### config.mk
export PLATFORM = sky130hd
export DESIGN_NAME = crc8_word_feeder
export DESIGN_NICKNAME = d
export VERILOG_FILES = /design/src/rtl/crc8_pkg.sv /design/src/rtl/sync_fifo_w16.sv /design/src/rtl/crc8_word_feeder.sv
export SDC_FILE = /design/constraint.sdc
export NUM_CORES = 1
export LEC_CHECK = 0
export CORE_MARGIN = 4
export CORE_UTILIZATION = 58
export CTS_BUF_LIST = sky130_fd_sc_hd__clkbuf_16
export CTS_CLUSTER_DIAMETER = 150
export DETAILED_ROUTE_END_ITERATION = 8
export DONT_BUFFER_PORTS = 1
export PLACE_DENSITY = 0.7
export RECOVER_POWER = 25
export SLEW_MARGIN = 20
export SYNTH_ARGS = -nofsm -noshare
export SYNTH_HDL_FRONTEND = slang
export SYNTH_SLANG_ARGS = --single-unit
### constraint.sdc
create_clock -name clk -period 3.8 [get_ports clk]
set_clock_uncertainty 0.05 [all_clocks]
set_input_delay 0.76 -clock clk [delete_from_list [all_inputs] [get_ports clk]]
set_output_delay 0.76 -clock clk [all_outputs]
set_load 0.03 [all_outputs]
### src/rtl/crc8_pkg.sv
// Shared definitions for the CRC8 feeder and its engine-side models.
// Word/count widths and the feeder FSM state encoding.
package crc8_pkg;

  localparam int WORD_W = 16;
  localparam int CNT_W  = 9;

  typedef enum logic [2:0] {
    IDLE,
    FETCH,
    ISSUE,
    WAIT_ACK,
    WAIT_IDLE,
    DONE
  } feeder_state_e;

endpackage

### src/rtl/sync_fifo_w16.sv
// Synchronous single-clock FIFO of 16-bit words with exact occupancy.
// The head word is visible combinationally; pop advances it on the next edge.
module sync_fifo_w16
  import crc8_pkg::*;
#(
  parameter int DEPTH = 16
) (
  input  logic                     clk,
  input  logic                     rst,
  input  logic                     push,
  input  logic [WORD_W-1:0]        push_data,
  input  logic                     pop,
  output logic [WORD_W-1:0]        head,
  output logic                     full,
  output logic                     empty,
  output logic [$clog2(DEPTH):0]   level
);

  localparam int AW = $clog2(DEPTH);
  localparam logic [AW:0] FULL_LVL = {1'b1, {AW{1'b0}}};

  logic [WORD_W-1:0] mem [DEPTH];
  logic [AW-1:0]     wr_ptr;
  logic [AW-1:0]     rd_ptr;
  logic              do_push;
  logic              do_pop;

  // A pop frees a slot in the same cycle, so a write into a full FIFO succeeds then.
  assign do_pop  = pop && !empty;
  assign do_push = push && (!full || do_pop);

  assign full  = (level == FULL_LVL);
  assign empty = (level == '0);
  assign head  = mem[rd_ptr];

  // NOTE: sequential state uses non-blocking assignments so every flop samples pre-edge values.
  always_ff @(posedge clk or posedge rst) begin
    if (rst) begin
      wr_ptr <= '0;
      rd_ptr <= '0;
      level  <= '0;
    end else begin
      if (do_push) wr_ptr <= wr_ptr + 1'b1;
      if (do_pop)  rd_ptr <= rd_ptr + 1'b1;
      case ({do_push, do_pop})
        2'b10:   level <= level + 1'b1;
        2'b01:   level <= level - 1'b1;
        default: ;
      endcase
    end
  end

  // NOTE: storage is deliberately not reset; pointers and level alone define which entries are valid.
  always_ff @(posedge clk) begin
    if (do_push) mem[wr_ptr] <= push_data;
  end

endmodule

### src/rtl/crc8_word_feeder.sv
// Buffers message words and streams one frame at a time into the CRC8 engine
// over its start/busy handshake, flagging overflow, bad length and ack timeout.
module crc8_word_feeder
  import crc8_pkg::*;
#(
  parameter int DEPTH       = 16,
  parameter int ACK_TIMEOUT = 4
) (
  input  logic                   clk,
  input  logic                   rst,
  input  logic                   wr_en,
  input  logic [WORD_W-1:0]      wr_data,
  output logic                   full,
  output logic [$clog2(DEPTH):0] level,
  input  logic                   frame_go,
  input  logic [CNT_W-1:0]       frame_len,
  output logic                   frame_busy,
  output logic                   frame_done,
  output logic                   err_ovf,
  output logic                   err_len,
  output logic                   err_tmo,
  output logic [WORD_W-1:0]      crc_data,
  output logic                   crc_start,
  output logic [CNT_W-1:0]       crc_count,
  input  logic                   crc_busy
);

  localparam int TW = $clog2(ACK_TIMEOUT + 1);
  localparam logic [TW-1:0] TMO_LAST = TW'(ACK_TIMEOUT - 1);

  feeder_state_e     state;
  feeder_state_e     state_nxt;
  logic [CNT_W-1:0]  len;
  logic [CNT_W-1:0]  sent;
  logic [TW-1:0]     timer;
  logic              fifo_pop;
  logic              fifo_empty;
  logic [WORD_W-1:0] fifo_head;
  logic              go_ok;
  logic              ack_expired;

  sync_fifo_w16 #(.DEPTH(DEPTH)) u_fifo (
    .clk       (clk),
    .rst       (rst),
    .push      (wr_en),
    .push_data (wr_data),
    .pop       (fifo_pop),
    .head      (fifo_head),
    .full      (full),
    .empty     (fifo_empty),
    .level     (level)
  );

  assign go_ok       = (state == IDLE) && frame_go && (frame_len != '0);
  assign ack_expired = (state == WAIT_ACK) && !crc_busy && (timer == TMO_LAST);

  always_ff @(posedge clk or posedge rst) begin
    if (rst) state <= IDLE;
    else     state <= state_nxt;
  end

  always_comb begin
    state_nxt = state;
    unique case (state)
      IDLE:      if (go_ok) state_nxt = FETCH;
      FETCH:     if (!fifo_empty) state_nxt = ISSUE;
      ISSUE:     if (!crc_busy) state_nxt = WAIT_ACK;
      WAIT_ACK:  if (crc_busy) state_nxt = WAIT_IDLE;
                 else if (ack_expired) state_nxt = IDLE;
      WAIT_IDLE: if (!crc_busy) state_nxt = (sent == len) ? DONE : FETCH;
      DONE:      state_nxt = IDLE;
      default:   state_nxt = IDLE;
    endcase
  end

  // NOTE: every output gets a default before the case, so no path can infer a latch.
  always_comb begin
    fifo_pop   = 1'b0;
    crc_start  = 1'b0;
    frame_done = 1'b0;
    frame_busy = (state != IDLE);
    case (state)
      FETCH:   fifo_pop   = !fifo_empty;
      ISSUE:   crc_start  = !crc_busy;
      DONE:    frame_done = 1'b1;
      default: ;
    endcase
  end

  always_ff @(posedge clk or posedge rst) begin
    if (rst) begin
      len       <= '0;
      sent      <= '0;
      timer     <= '0;
      crc_data  <= '0;
      crc_count <= '0;
      err_ovf   <= 1'b0;
      err_len   <= 1'b0;
      err_tmo   <= 1'b0;
    end else begin
      err_ovf <= wr_en && full && !fifo_pop;
      err_len <= (state == IDLE) && frame_go && (frame_len == '0);
      err_tmo <= ack_expired;
      case (state)
        IDLE: if (go_ok) begin
          len       <= frame_len;
          crc_count <= frame_len;
          sent      <= '0;
        end
        FETCH:    if (fifo_pop) crc_data <= fifo_head;
        ISSUE:    timer <= '0;
        WAIT_ACK: if (crc_busy) sent <= sent + 1'b1;
                  else timer <= timer + 1'b1;
        default:  ;
      endcase
    end
  end

endmodule

== Yosys cells after proc, flatten, opt, wreduce, memory -nomap -nowiden ==
Memories as Yosys holds them, arrays and structs flattened. A register that Yosys moved wholly into a read port is not among the register bits.
Index checks and enable logic that the tools add are counted.
Storage, ports and cells
  bits in registers: 40
  bits in latches: 0
  RAM bits: 256
  memory bits (read-only): 0
  input port bits: 30
  output and inout port bits: 37
  logic and storage cells: 80
  memories: 1
Memories
  u_fifo.mem: depth 16, width 16, read ports 1, clocked after Yosys merged registers in 1, write ports 1, line sync_fifo_w16.sv:22  | logic [WORD_W-1:0] mem [DEPTH];
Operators by class
  add/subtract/negate cells: 6
  $mul: 0
  div/mod/pow operators: 0
  magnitude comparators: 0
  equal/unequal tests: 17
  shift-type cells: 0
  multiplexer cells: 19
  bitwise operators: 0
  reduce and logical (&&, ||, !) cells: 27
Operator list (count)
  $mux 3: 8
  $mux 9: 2
  $pmux 9 s2: 1
  $pmux 3 s5: 1
  $ne 2x2->1 const B: 6
  $pmux 5 s2: 1
  $add 9x1->9 const B: 1
  $eq 3x2->1 const B: 3
  $eq 9x9->1: 1
  $logic_and 1x1->1: 9
  $logic_not 9->1: 1
  $reduce_bool 9->1: 1
  $add 4x1->4 const B: 2
  $eq 3x3->1 const B: 2
  $pmux 3 s2: 1
  $reduce_and 2->1: 3
  $reduce_bool 2->1: 3
  $add 5x1->5 const B: 1
  $eq 5x5->1 const B: 1
  $logic_not 5->1: 1
  $mux 1: 5
  $reduce_and 5->1: 1
  $sub 5x1->5 const B: 1
  $logic_not 1->1: 4
  other kinds (9): 9

== Depth between registers and ports, before layout ==
Gate-level depths: netlist of run 1.
  depth after elaboration: 8
  gate-level depth with buffers: 15
  depth with buffers taken out: 12

== Hierarchy ==
A second synthesis of run 1 with hierarchy kept.
Unflattened totals
  cells, all modules: 674
  area total of the unflattened synthesis: 12579.6 um2
Modules (own cells, without submodules)
  sync_fifo_w16: times used 1, cells each 503, area each 10576.4 um2
  crc8_word_feeder: times used 1, cells each 171, area each 2003.2 um2

== Worst setup path after synthesis of run 1 ==
No wires, ideal clock.
  kind: reg-to-reg
  start point: register u_fifo.level[1]
  end point: register u_fifo.level[4]
  library setup time: 137 ps
  data arrival time: 2879 ps
  slack: 735 ps
  cell stages (with the launch flop): 16
  buffers on the path: 3
  cell sequence: dfrtp_1 -> buf_6 -> or4_4 -> nor2_1 -> or3_1 -> buf_2 -> inv_1 -> ha_1 -> clkbuf_1 -> xor2_1 -> ha_1 -> a21o_1 -> nand2_1 -> a21oi_1 -> o21bai_1 -> xnor2_1
Between the ends
  cells in the longest elaborated chain, start to end: 8
RTL lines
  from (decl): line sync_fifo_w16.sv:16  | output logic [$clog2(DEPTH):0] level
  from (signal assigned): line sync_fifo_w16.sv:46  | 2'b10: level <= level + 1'b1;
  from (signal assigned): line sync_fifo_w16.sv:47  | 2'b01: level <= level - 1'b1;
  $logic_not 5->1 (*): line sync_fifo_w16.sv:33  | assign empty = (level == '0);
  $logic_not 1->1 (*): line sync_fifo_w16.sv:29, crc8_word_feeder.sv:83
  $mux 1: line crc8_word_feeder.sv:82  | case (state)
  $logic_and 1x1->1 (*): line sync_fifo_w16.sv:29  | assign do_pop = pop && !empty;
  net u_fifo.do_pop: line sync_fifo_w16.sv:26  | logic do_pop;
  $logic_or 1x1->1: line sync_fifo_w16.sv:30  | assign do_push = push && (!full || do_pop);
  $logic_and 1x1->1: line sync_fifo_w16.sv:30
  $eq 2x1->1 / $eq 2x2->1 (equally long branches): line sync_fifo_w16.sv:45  | case ({do_push, do_pop})
  $pmux 5 s2 / $reduce_bool 2->1 (equally long branches)
Mark *: on every way through the listed nets, which the timed path passes. The rest lies on a longest branch.
A chain may end at the register's enable or synchronous reset.

== Final worst setup path of run 1 ==
  start point: register u_fifo.level[1]
  end point: register u_fifo.level[4]
Between the ends
  cells in the longest elaborated chain, start to end: 8
RTL lines (line)
  $logic_not 5->1: sync_fifo_w16.sv:33
  $logic_not 1->1: sync_fifo_w16.sv:29, crc8_word_feeder.sv:83
  $mux 1: crc8_word_feeder.sv:82
  $logic_and 1x1->1: sync_fifo_w16.sv:29
  $logic_or 1x1->1: sync_fifo_w16.sv:30
  $logic_and 1x1->1: sync_fifo_w16.sv:30
  $eq 2x1->1 / $eq 2x2->1 (equally long branches): sync_fifo_w16.sv:45
  $pmux 5 s2 / $reduce_bool 2->1 (equally long branches)
Several ways; a longest one is shown, not always the timed one.

==> impl_metrics.py, run 1 <==
metrics = {
    "power_and_ir_drop": {
        "p_seq_frac": 0.488,
        "power_switching_share": 0.319,
        "p_switching_mw": 3.38,
        "internal_power_mw": 7.23,
        "peakVddDrop_mv": 0.408,
        "p_comb_frac": 0.241,
        "cellPowerDensity_nw_per_um2": 760,
        "power_frac_clock": 0.271,
        "cellLeakagePower_nw": 4.86,
    },
    "layout": {
        "fin_cells": 1023,
        "drive_gt1_frac": 0.229,
        "final_nets": 764,
        "diodes": 0,
        "areaGrowthSynthToFinish_pct": 10.9,
    },
    "critical_path": {
        "setup.worst_path.start_class": "flip-flop",
        "cp_data_arrival_time_ns": 3.58,
        "max_stage_delay_ns": 0.59,
        "timing_worst_setup_path_type": "reg2reg",
        "cp_data_required_time_ns": 4.22,
        "r2r_slack_ns": 0.64,
        "cp_max_fo": 10,
        "crit_slowest_cell": "dfrtp_1",
        "cp_cell_sequence": "nor4_1 > o211ai_1 > and2_1 > inv_1 > ha_1 > xor2_1 > ha_1 > inv_1 > o21ai_0 > a21oi_1 > o21bai_1 > xnor2_1",
        "critPathCaptureType": "flip-flop",
    },
    "route": {
        "vias": 6216,
        "vias_per_cell": 6.08,
        "drc": 0,
        "wl_mm": 24.0,
        "drt_pass1_iterations": 5,
        "ant_nets": 0,
        "drtIter0Drc": 354,
        "routedWlPerCell_um": 23.5,
    },
    "cts": {
        "cts_made_buffers": 31,
        "cts_resized": 0,
        "clock-sinks": 312,
        "cts_tree": "done",
        "holdBufCountCts": 0,
        "htree_levels": 1,
        "clk_pin_slew_worst_paths_ns": 0.06,
        "cts_root_buf": "clkbuf_16",
        "cts_buffer_depth": 3,
        "clock_latency_ns": 0.54,
        "post_cts_buffers": 0,
    },
    "sta": {
        "finalCritPeriodShare": 0.832,
        "grt_setup_unrepaired": "no",
        "slew_violations": 0,
        "fmaxAchievable_mhz": 316,
        "relSlewSlack": 0.346,
        "setup_tns_ns": 0,
        "fin_crit_ns": 3.16,
        "hold_viol_final": 0,
        "finalSetupViolations": 0,
        "worstMarginPinSlew_ns": 0.979,
        "hold-worst-slack_ns": 0.156,
    },
    "yosys": {
        "synth_edf_count": 256,
        "synth_cells": 703,
        "synth_seq_cells": 312,
        "synth_nets": 744,
        "synth-async-reset-ratio": 0.179,
        "ys_warn_count": 0,
        "synth_area_um2": 12600,
        "ys.flop_type": "edfxtp_1",
        "yosysSeqAreaShare": 0.722,
        "synth_cell_types": 48,
        "syn_area_per_cell_um2": 17.9,
    },
    "status": {
        "status": "finished clean",
    },
    "global_route": {
        "antenna_found_initial": 0,
        "grt_usage": 0.204,
        "grt_pass1_vias": 6467,
        "grt_max_degree": 38,
        "grt_pass1_wl_mm": 38.1,
        "grt_remaining_overflow": 0,
    },
    "min_path": {
        "hold_path.class": "in2async",
    },
    "place": {
        "gp_congestion": 0.805,
        "dp_cells": 965,
        "dpl.hpwl_mm": 15.3,
        "port_buffers": 0,
    },
    "floorplanning": {
        "fp-row-count": 53,
        "core_area_um2": 21200,
        "initial_core_util": 0.594,
        "die_h_um": 155,
        "io_pins": 67,
        "die-area_um2": 24100,
        "die_x_um": 155,
    },
    "run": {
        "drv_cap": 0,
    },
}
## power by group through the flow
stage | clock network, mW | logic [mW] | registers (mW)
after CTS | 2.92 | 2.60 | 5.19
after detailed placement | 0 | 2.58 | 5.26
after global placement | 0 | 2.50 | 5.22
after global routing | 3.12 | 2.81 | 5.27
final | 2.88 | 2.56 | 5.18
after floorplan | 0 | 2.28 | 4.81
## registers in the layout, summed over array words and instances (netlist names)
name / count
err_len: 1
timer: 3
len: 9
sent: 9
u_fifo.rd_ptr: 4
state: 3
err_tmo: 1
u_fifo.level: 5
u_fifo.mem: 256
u_fifo.wr_ptr: 4
err_ovf: 1
crc_data: 16
## placed cells by master (no fill, tap or decap), types with 4 or more instances in the layout
cell type | Yosys | final
mux2i_1 | 17 | 17
clkinv_2 | 0 | 6
xor2_1 | 19 | 19
nor4_1 | 4 | 4
nand3_1 | 8 | 8
mux4_2 | 64 | 64
ha_1 | 11 | 11
a21oi_1 | 5 | 5
o21ai_0 | 40 | 40
nand4_1 | 7 | 7
xnor2_1 | 9 | 9
nor2_1 | 29 | 29
nand2_1 | 59 | 59
dfrtp_1 | 56 | 52
and3_1 | 5 | 5
edfxtp_1 | 256 | 256
mux2_2 | 25 | 25
nor3_1 | 9 | 5
clkbuf_16 | 0 | 31
buf_4 | 1 | 24
inv_1 | 11 | 21
clkinv_1 | 0 | 6
nor3_2 | 0 | 4
## path summary, 6_finish.rpt
kind / from / to / depth (start not counted)
worst max-delay path: u_fifo.level[1]$_DFFE_PP0P_ / u_fifo.level[4]$_DFFE_PP0P_ / 12
worst min-delay path: rst / err_ovf$_DFF_PP0_ / 1
worst max register to register: u_fifo.level[1]$_DFFE_PP0P_ / u_fifo.level[4]$_DFFE_PP0P_ / 12
worst min register to register: timer[0]$_DFFE_PP0P_ / timer[0]$_DFFE_PP0P_ / 1
max in group asynchronous: rst / sent[6]$_DFFE_PP0P_ / 2
min in group clk: wr_data[3] / u_fifo.mem[13][3]$_DFFE_PP_ / 0
## cell usage after synthesis, types with 2 or more instances
library cell | n | share of area
buf_1 | 5 | 0.0015
nor3_1 | 9 | 0.0036
dfrtp_1 | 56 | 0.11
nor4_1 | 4 | 0.0020
nor2_1 | 29 | 0.0086
inv_1 | 11 | 0.0033
buf_2 | 14 | 0.0056
mux2i_1 | 17 | 0.014
ha_1 | 11 | 0.011
mux2_2 | 25 | 0.022
xor2_1 | 19 | 0.013
and2_1 | 2 | 0.00099
nand3_1 | 8 | 0.0032
edfxtp_1 | 256 | 0.61
nand2_1 | 59 | 0.018
a211oi_1 | 2 | 0.0012
nand4_1 | 7 | 0.0035
nand2b_1 | 3 | 0.0015
clkbuf_1 | 17 | 0.0051
a21o_1 | 2 | 0.0012
mux4_2 | 64 | 0.11
o31ai_1 | 2 | 0.0012
a21oi_1 | 5 | 0.0020
o21ai_0 | 40 | 0.016
and3_1 | 5 | 0.0025
xnor2_1 | 9 | 0.0063
## per-layer routing
metal | share of wire | GRT usage | routed length [µm] | up-vias
met5 | 0 | 0 | 0 | -
met4 | 0.013 | 0.0421 | 303 | 0
met3 | 0.063 | 0.0320 | 1520 | 22
met2 | 0.50 | 0.332 | 12000 | 175
met1 | 0.43 | 0.300 | 10200 | 3240
li1 | - | - | - | 2779
## stage by stage
| step | total power [mW] | worst slack [ns] | cell area (µm²) | util |
|---|---|---|---|---|
| final | 10.6 | 0.639 | 14000 | 0.658 |
| after global routing | 11.2 | 0.369 | 14000 | 0.658 |
| after CTS | 10.7 | 0.659 | 14000 | 0.658 |
| after detailed placement | 7.84 | 0.670 | 13000 | 0.612 |
| after global placement | 7.72 | 0.778 | 13000 | 0.612 |
| after floorplan | 7.09 | 0.735 | 12600 | - |
## cell families (layout without fill, tap and decap cells)
kind of cell               Yosys count  in the layout  share of synthesized area
AOI/OAI and AO/OA                   60             60                     0.0298
xor gates and xnor gates            28             28                     0.0195
adders and majority gates           11             11                     0.0109
buffers and inverters               49             94                     0.0169
DFF                                312            312                      0.722
muxes                              106            106                      0.150
and+or+nand+nor                    137            137                     0.0510
## cell type report
class                      instances  area (µm²)
clock buffer                      31         776
timing repair buffer              25         200
fill                            1388        7260
clock inverter                    27         193
multi-input combinational        342        3310
sequential                       312        9100
inverter                          11        41.3
tap                              275         344
## critical path, delay by kind of cell, from the launching register on
kind | cells | cell delay [ns]
buffers and inverters | 2 | 0.17
adder cells (fa/ha/maj) | 2 | 0.60
XOR/XNOR | 2 | 0.31
AND/OR/NAND/NOR | 2 | 0.73
flip-flops | 1 | 0.59
AO/OA/AOI/OAI | 4 | 0.63
(Power assumes the default switching activity.)
==> inputs of run 2 (changes only) <==
--- a/config.mk
+++ b/config.mk
@@ -5,6 +5,7 @@
 export SDC_FILE = /design/constraint.sdc
 export NUM_CORES = 1
 export LEC_CHECK = 0
+export ABC_AREA = 1
 export CORE_MARGIN = 4
 export CORE_UTILIZATION = 58
 export CTS_BUF_LIST = sky130_fd_sc_hd__clkbuf_16
==> constraint.sdc (replaced) <==
create_clock -name clk -period 3.1 [get_ports clk]
set_clock_uncertainty 0.05 [all_clocks]
set_input_delay 0.62 -clock clk [delete_from_list [all_inputs] [get_ports clk]]
set_output_delay 0.62 -clock clk [all_outputs]
set_load 0.03 [all_outputs]
==> run 2 against run 1 <==
The flow now finishes with violations (hold timing). Synthesized area rose by 4.9%. Via count increased by 41%. Count of clock-buffer cells in the layout is the same. Synthesized cell count increased by 73%. Clock power up 20%. Critical path depth grew 3. Die area is 4.6% higher.
==> impl_metrics.py, run 2 <==
metrics = {
    "sta": {
        "fin_crit_ns": 2.73,
        "grt_setup_unrepaired": "no",
        "relSlewSlack": 0.361,
        "setup_tns_ns": 0,
        "slew_violations": 0,
        "fmaxAchievable_mhz": 366,
        "worstMarginPinSlew_ns": 0.958,
        "finalCritPeriodShare": 0.880,
        "hold_viol_final": 4,
        "finalSetupViolations": 0,
        "hold-worst-slack_ns": -0.000171,
    },
    "yosys": {
        "synth_top_area_frac": 0.582,
        "yosys-top-cells-count": "264 x nor2_1, 256 x edfxtp_1, 215 x nand2_1",
        "yosysSeqAreaShare": 0.688,
        "synth_cell_types": 35,
        "synth_area_leader_cell": "edfxtp_1",
        "synth_area_um2": 13200,
        "syn_area_per_cell_um2": 10.8,
        "ys_warn_count": 0,
        "synth-async-reset-ratio": 0.179,
        "synth_edf_count": 256,
        "ys.flop_type": "edfxtp_1",
        "synth_nets": 1260,
        "synth_cells": 1219,
        "synth_seq_cells": 312,
        "synth_most_common_cell": "nor2_1",
        "post_synth_main_area_contributors": "edfxtp_1 58%, dfrtp_1 11%, nor2_1 7.5%, nand2_1 6.1%, o21ai_0 4.7%",
    },
    "layout": {
        "fill_cells": 1651,
        "multi_input_comb_area_um2": 3640,
        "largest_reg_flops": 256,
        "final-seq-area_um2": 9090,
        "mostFrequentLayoutCell": "edfxtp_1",
        "final_core_util": 0.656,
        "drive_gt1_frac": 0.0972,
        "diodes": 0,
        "top_register": "u_fifo.mem",
        "final_cell_mix": "256 x edfxtp_1, 249 x nor2_1, 215 x nand2_1, 123 x o21ai_0, 117 x nand3_1",
        "largestRegisters": "u_fifo.mem (256), crc_data (16)",
        "final_nets": 1266,
        "areaGrowthSynthToFinish_pct": 9.64,
    },
    "floorplanning": {
        "core_area_um2": 22100,
        "die-area_um2": 25300,
        "io_pins": 67,
        "die_x_um": 159,
        "fp-row-count": 54,
        "die_h_um": 159,
        "initial_core_util": 0.598,
    },
    "critical_path": {
        "cp_data_arrival_time_ns": 3.17,
        "reg2reg_from": "u_fifo.level[3]$_DFFE_PP0P_",
        "cp_max_fo": 5,
        "cp_data_required_time_ns": 3.54,
        "r2r_slack_ns": 0.37,
        "timing_worst_setup_path_type": "reg2reg",
        "critPathCaptureType": "flip-flop",
        "r2r_end": "u_fifo.level[4]$_DFFE_PP0P_",
        "rr_worst_depth": 15,
        "setup.worst_path.start_class": "flip-flop",
    },
    "place": {
        "dpl.hpwl_mm": 18.2,
        "gp_congestion": 0.828,
        "port_buffers": 0,
    },
    "power_and_ir_drop": {
        "fin_total_pwr_mw": 14.2,
        "cellLeakagePower_nw": 5.53,
        "cellPowerDensity_nw_per_um2": 979,
        "peakVddDrop_mv": 0.530,
    },
    "min_path": {
        "hold_path.class": "in2async",
    },
    "status": {
        "status": "complete, but fails checks",
        "violations": "hold timing",
    },
    "global_route": {
        "grt_remaining_overflow": 0,
        "grt_max_degree": 131,
        "grt_usage": 0.234,
        "grt_pass1_vias": 8294,
        "grt_pass1_wl_mm": 46.8,
        "antenna_found_initial": 0,
    },
    "cts": {
        "cts_resized": 0,
        "clock-sinks": 312,
        "holdBufCountCts": 0,
        "cts_made_buffers": 31,
        "cts_tree": "done",
        "htree_levels": 1,
        "post_cts_buffers": 0,
        "cts_buffer_depth": 3,
        "cts_root_buf": "clkbuf_16",
        "clk_pin_slew_worst_paths_ns": 0.06,
        "clock_latency_ns": 0.56,
    },
    "route": {
        "vias_per_cell": 5.74,
        "ant_nets": 0,
        "vias": 8748,
        "drtIter0Drc": 888,
        "drt_pass1_iterations": 5,
        "routedWlPerCell_um": 19.7,
        "wl_mm": 30.0,
        "drc": 0,
    },
    "run": {
        "drv_cap": 0,
    },
}
==> run 2: final cells by class <==
type | instances | area share
Clock buffer | 31 | 0.0536
Clock inverter | 22 | 0.0104
Inverter | 53 | 0.0138
Multi-Input combinational cell | 794 | 0.251
Sequential cell | 312 | 0.628
Tap cell | 280 | 0.0242
Timing Repair Buffer | 33 | 0.0188
==> run 2: metrics by stage <==
step / instance area, µm² / setup slack (ns) / std cells / hold slack [ns]
finish: 14500 / 0.370 / 1525 / -0.000171
global route: 14500 / 0.154 / 1525 / 0.0492
CTS: 14500 / 0.385 / 1525 / 0.0181
floorplan: 13200 / 0.316 / 1219 / 0.401
detailed placement: 13600 / 0.451 / 1472 / 0.438
global placement: 13600 / 0.516 / 1472 / 0.416
==> run 2: per-layer routing <==
layer	vias to the layer above	wire length, µm	track usage
li1	4148	-	-
met1	4189	12700	0.331
met2	353	13900	0.374
met3	58	2480	0.0490
met4	0	884	0.0627
met5	-	0	0
==> run 2: worst max-delay path, cell delays in order (launching register included) <==
cell and delay [ns]:
dfrtp_1 0.54, nor2_1 0.20, nand3_1 0.09, nor2_1 0.15, nand2_1 0.10, nand2_2 0.15
ha_1 0.32, xor2_1 0.22, ha_1 0.18, a21oi_1 0.05, nor2_1 0.20, nand2_1 0.08
nand2_1 0.07, xor2_1 0.14, nand2_1 0.06, nand2_1 0.06
==> run 2: cells by family (layout without fill, tap and decap cells) <==
| logic type | count (synthesis) | after routing | synth area share |
|---|---|---|---|
| simple gates | 617 | 617 | 0.193 |
| xor+xnor | 14 | 14 | 0.00928 |
| compound gates | 152 | 152 | 0.0605 |
| fa+ha+maj | 11 | 11 | 0.0104 |
| buf+inv | 113 | 139 | 0.0392 |
| flops | 312 | 312 | 0.688 |
==> run 2: where the power goes <==
| group | switching (mW) | total [mW] | internal, mW |
|---|---|---|---|
| clock network | 1.51 | 3.46 | 1.96 |
| registers | 0.718 | 5.89 | 5.17 |
| logic | 3.40 | 4.83 | 1.43 |
| total | 5.63 | 14.2 | 8.56 |
==> run 2: how the worst max path moves through the flow <==
stage                             endpoint  depth (start not counted)  slack [ns]                   startpoint
6_report       u_fifo.level[4]$_DFFE_PP0P_                         15        0.37  u_fifo.level[3]$_DFFE_PP0P_
5_1_grt        u_fifo.level[4]$_DFFE_PP0P_                         15        0.15  u_fifo.level[3]$_DFFE_PP0P_
4_1_cts        u_fifo.level[4]$_DFFE_PP0P_                         15        0.39  u_fifo.level[3]$_DFFE_PP0P_
3_5_place_dp   u_fifo.level[4]$_DFFE_PP0P_                         15        0.45  u_fifo.level[3]$_DFFE_PP0P_
3_3_place_gp   u_fifo.level[4]$_DFFE_PP0P_                         15        0.52  u_fifo.level[3]$_DFFE_PP0P_
2_1_floorplan  u_fifo.level[4]$_DFFE_PP0P_                         16        0.32  u_fifo.level[0]$_DFFE_PP0P_
